### config.mk
export PLATFORM = sky130hd
export DESIGN_NAME = qcl_pulse_stretch
export DESIGN_NICKNAME = d
export VERILOG_FILES = /design/src/rtl/qcl_pulse_stretch.sv
export SDC_FILE = /design/constraint.sdc
export NUM_CORES = 1
export LEC_CHECK = 0
export BUFFER_PORTS_ARGS = -buffer_cell sky130_fd_sc_hd__buf_2
export CAP_MARGIN = 5
export CORE_MARGIN = 1.5
export CORE_UTILIZATION = 50
export DETAILED_ROUTE_END_ITERATION = 10
export PLACE_DENSITY = 0.8
export SLEW_MARGIN = 20
export SYNTH_ARGS = -nofsm -noshare
export SYNTH_HDL_FRONTEND = slang
export SYNTH_SLANG_ARGS = --single-unit
### constraint.sdc
create_clock -name clk_i -period 1.9 [get_ports clk_i]
set_clock_uncertainty 0.2 [all_clocks]
set_input_delay 0.095 -clock clk_i [delete_from_list [all_inputs] [get_ports clk_i]]
set_output_delay 0.095 -clock clk_i [all_outputs]
set_load 0.005 [all_outputs]
### src/rtl/qcl_pulse_stretch.sv
// Multi-channel counter-based pulse stretcher: each trigger opens a programmable-length window,
// with optional retrigger and post-window holdoff. Define QCL_PULSE_STRETCH_OVERRUN_EN for sticky overrun flags.
module qcl_pulse_stretch #(
  parameter int   els_p       = 4,
  parameter int   len_width_p = 8,
  parameter logic val_p       = 1'b1,
  parameter int   retrig_p    = 1,
  parameter int   holdoff_p   = 0
) (
  input  logic                   clk_i,
  input  logic                   reset_n_i,
  input  logic [els_p-1:0]       trig_i,
  input  logic [len_width_p-1:0] len_i,
  output logic [els_p-1:0]       o,
  output logic [els_p-1:0]       busy_o,
  output logic [els_p-1:0]       done_o
`ifdef QCL_PULSE_STRETCH_OVERRUN_EN
  ,
  output logic [els_p-1:0]       overrun_o
`endif
);

  localparam int hold_width = (holdoff_p > 0) ? $clog2(holdoff_p + 1) : 1;
  localparam logic [hold_width-1:0] hold_load =
    (holdoff_p > 0) ? hold_width'(holdoff_p - 1) : '0;
  localparam logic idle_val = ~val_p;

  typedef enum logic [1:0] {
    IDLE    = 2'd0,
    ACTIVE  = 2'd1,
    HOLDOFF = 2'd2
  } state_t;

  if (els_p < 1) begin : g_els_chk
    $error("qcl_pulse_stretch: els_p must be >= 1");
  end
  if (len_width_p < 1) begin : g_len_chk
    $error("qcl_pulse_stretch: len_width_p must be >= 1");
  end
  if (holdoff_p < 0) begin : g_hold_chk
    $error("qcl_pulse_stretch: holdoff_p must be >= 0");
  end

  // Shared by all channels: a zero length never loads or reloads a window.
  logic                   len_nz;
  logic [len_width_p-1:0] len_m1;

  assign len_nz = |len_i;
  assign len_m1 = len_i - len_width_p'(1);

  for (genvar i = 0; i < els_p; i++) begin : g_ch
    state_t                 state, state_nxt;
    logic [len_width_p-1:0] cnt, cnt_nxt;
    logic [hold_width-1:0]  hcnt, hcnt_nxt;
    logic                   done_nxt;
    logic                   o_q, busy_q, done_q;

    always_comb begin
      state_nxt = state;
      cnt_nxt   = cnt;
      hcnt_nxt  = hcnt;
      done_nxt  = 1'b0;
      case (state)
        IDLE: begin
          if (trig_i[i] && len_nz) begin
            state_nxt = ACTIVE;
            cnt_nxt   = len_m1;
          end
        end
        ACTIVE: begin
          // A reload on the last count keeps the window seamless and suppresses done.
          if ((retrig_p != 0) && trig_i[i] && len_nz) begin
            cnt_nxt = len_m1;
          end else if (cnt != '0) begin
            cnt_nxt = cnt - len_width_p'(1);
          end else begin
            done_nxt = 1'b1;
            if (holdoff_p > 0) begin
              state_nxt = HOLDOFF;
              hcnt_nxt  = hold_load;
            end else begin
              state_nxt = IDLE;
            end
          end
        end
        HOLDOFF: begin
          if (hcnt != '0) begin
            hcnt_nxt = hcnt - hold_width'(1);
          end else begin
            state_nxt = IDLE;
          end
        end
        default: begin
          state_nxt = IDLE;
        end
      endcase
    end

    // Outputs are decoded from the next state so they appear as plain flops.
    always_ff @(posedge clk_i or negedge reset_n_i) begin
      if (!reset_n_i) begin
        state  <= IDLE;
        cnt    <= '0;
        hcnt   <= '0;
        o_q    <= idle_val;
        busy_q <= 1'b0;
        done_q <= 1'b0;
      end else begin
        state  <= state_nxt;
        cnt    <= cnt_nxt;
        hcnt   <= hcnt_nxt;
        o_q    <= (state_nxt == ACTIVE) ? val_p : idle_val;
        busy_q <= (state_nxt != IDLE);
        done_q <= done_nxt;
      end
    end

    assign o[i]      = o_q;
    assign busy_o[i] = busy_q;
    assign done_o[i] = done_q;

`ifdef QCL_PULSE_STRETCH_OVERRUN_EN
    logic ignored;
    logic ovr_q;

    assign ignored = trig_i[i] &&
                     ((state == HOLDOFF) || ((state == ACTIVE) && (retrig_p == 0)));

    always_ff @(posedge clk_i or negedge reset_n_i) begin
      if (!reset_n_i) begin
        ovr_q <= 1'b0;
      end else begin
        ovr_q <= ovr_q | ignored;
      end
    end

    assign overrun_o[i] = ovr_q;
`endif
  end

endmodule

==> results.cfg <==
[status]
status = complete, but fails checks
failed_checks = negative setup slack

[die]
die-area_um2 = 6660
core_um2 = 5960
die_w_um = 81.6
die_y_um = 81.6
initial_core_util = 0.518
ios = 26
rows = 28

[place]
place.gp.congestion = 0.844
numPortBuffers = 25
dp.final_hpwl_mm = 5.41

[logic_synthesis]
synth_xor_area_frac = 0.0170
synthArstFlopShare = 1.00
syn_area_um2 = 3090
yosys-top-cells-area = dfrtp_1, mux2i_1, ha_1, buf_4, a32o_1
synth-edff-count = 0
synth_fa_ha_area_frac = 0.0405
yosys_warnings = 0
synthMuxAreaShare = 0.0940
post-synth-top-count-cell = dfrtp_1
syn_inst = 307
synthSimpleGateAreaFrac = 0.169
synth_flop_cell = dfrtp_1
avgSynthCellArea_um2 = 10.1
yosys-top-cells-count = dfrtp_1, nor2_1, inv_1, mux2i_1, nand2_1
synth_cell_types = 48
yosys.area.top_type = dfrtp_1
synth.top_cell.area_share = 0.421
synth_compound_area_frac = 0.181
synth-seq-cells = 52
seq_area_frac_synth = 0.421
synth_top_family_by_area = compound AO/OA/AOI/OAI gates

[final_layout]
diodes = 0
drive_above_1_share = 0.408
nets = 445
area_delta_synth_final_pct = 37.8

[sta]
fin_crit_ps = 1960
slew_viol_final = 0
hold_viol_final = 0
timing.final.setup_violations = 16
slew-limit-headroom = 0.516
worst_pin_slew_ps = 726
min_period_over_period = 1.03
max_freq_ghz = 0.510
rsz0062_at_grt = true
layout_setup_ws_ps = -61.4
finalSetupTns_ps = -383

[grt]
grt_pass1_wl_mm = 13.1
grt_pass1_vias = 2761
grt_max_degree = 32
antenna_found_initial = 0
grt_overflow = 0
grt_usage = 0.260

[worst_setup_path]
cp.arrival_ps = 1950
slowest_delay_ps = 570
crit_type = flip-flop to flip-flop
cp.required_ps = 1890
critPathCaptureType = flip-flop
start_kind = flip-flop
critPathMaxFanout = 5
slowest_stage = or4_4
path_cells = or4_4 > o21ai_4 > a21oi_4 > buf_6 > a211o_1
cp_num_buf_inv = 1
critical_path.top_delay_family = simple AND/OR/NAND/NOR gates

[pwr]
p_leak_nw = 1.97
power_frac_seq = 0.431
peakVddDrop_v = 0.000497
p_int_mw = 2.16
p_comb_frac = 0.365
p_per_area_nw_per_um2 = 760
power_mw = 3.23
clockPowerShare = 0.204
switching_power_mw = 1.07
swShare = 0.331

[detailed_routing]
wl_mm = 8.79
drt_iter0_drc = 192
dr.pass1.iters = 5
wl_per_cell_um = 17.7
avgViaCountPerCell = 5.90
ant_nets = 0
vias = 2930
drc = 0

[flow_run]
maxCapViolations = 0

[cts]
ctsHtreeMaxLevel = 2
cts-buffers-inserted = 5
cts.sinks = 52
cts_buffer_depth = 2
cts.clk_slew.worst_paths_ps = 90
clock_latency_ps = 300
cts_root_buffer = clkbuf_8
cts_tree = yes

[worst_hold_path]
hold_class = input pin to flip-flop
==> power groups by stage <==
stage               logic (mW)  registers (mW)  clock network [mW]
floorplan                0.519            1.41                   0
global placement         0.937            1.39                   0
detailed placement       0.986            1.40                   0
CTS                       1.06            1.39               0.668
global route              1.27            1.41               0.701
finish                    1.18            1.39               0.658
==> logic make-up after synthesis <==
logic type	Yosys count
DFF	52
xor gates and xnor gates	6
muxes	28
and+or+nand+nor	97
adders and majority gates	10
AOI/OAI and AO/OA	72
other	1
buffers and inverters	41
==> state kept, by name, indices dropped and copies added (netlist names) <==
signal       flops
g_ch.done_q      4
g_ch.cnt        32
g_ch.busy_q      4
g_ch.o_q         4
g_ch.state       8
==> worst register-to-register path, stage by stage (launching register included) <==
cell,delay [ps]
dfrtp_1,390
or4_4,570
o21ai_4,210
a21oi_4,100
buf_6,130
a211o_1,240
==> metrics by stage <==
step / util / worst slack, ps / instances / area (µm²) / hold slack [ps]
finish: 0.714 / -61.4 / 497 / 4250 / 48.4
global route: 0.714 / -130 / 497 / 4250 / 84.1
CTS: 0.683 / -34.5 / 490 / 4070 / 36.9
detailed placement: 0.637 / -157 / 466 / 3790 / -7.06
global placement: 0.637 / -121 / 466 / 3790 / -15.4
floorplan: - / -48.8 / 310 / 3130 / -401
==> final timing paths <==
| check | startpoint | endpoint | slack, ps | depth (start not counted) |
|---|---|---|---|---|
| max in group asynchronous | reset_n_i | g_ch[3].cnt[5]$_DFFE_PN0P_ | 750 | 3 |
| setup reg to reg | g_ch[0].cnt[5]$_DFFE_PN0P_ | g_ch[0].cnt[0]$_DFFE_PN0P_ | -60 | 5 |
| setup / recovery | g_ch[0].cnt[5]$_DFFE_PN0P_ | g_ch[0].cnt[0]$_DFFE_PN0P_ | -60 | 5 |
| hold / removal | len_i[0] | g_ch[1].cnt[0]$_DFFE_PN0P_ | 50 | 5 |
| hold reg to reg | g_ch[3].cnt[1]$_DFFE_PN0P_ | g_ch[3].cnt[1]$_DFFE_PN0P_ | 330 | 2 |
| min in group asynchronous | reset_n_i | g_ch[2].cnt[0]$_DFFE_PN0P_ | 180 | 2 |
==> routing by layer <==
metal / share of wire / GRT usage / vias up / routed length (µm)
met2: 0.50 / 0.436 / 125 / 4420
met1: 0.41 / 0.336 / 1447 / 3630
li1: - / - / 1334 / -
met4: 0.027 / 0.0983 / 0 / 239
met5: 0 / 0 / - / 0
met3: 0.058 / 0.0478 / 24 / 509
==> layout by cell type, fill, tap and decap left out, types with 10 or more instances in the layout <==
cell type and count:
a22o_1 10, a32o_1 10, buf_2 25, buf_4 82, dfrtp_1 51, inv_1 18
mux2i_1 19, nand2_1 19, nand3_1 10, nor2_1 21, nor3_1 13, o21ai_0 14
==> repair_timing <==
action	CTS	global route
setup buffers	10	5
hold endpoints to repair	34	0
cloned	3	2
gates resized for setup	11	30
pin swaps	7	14
setup endpoints to repair	25	26
hold buffers	3	0
==> layout make-up <==
type,count,area [µm²]
repair inverters,1,7.51
fillers,400,1700
multi-input cells,221,1770
repair buffers,119,911
well taps,75,93.8
inverters,21,81.3
clock buffers,8,90.1
flip-flops and latches,52,1300
Power figures use the tool's default switching activity.
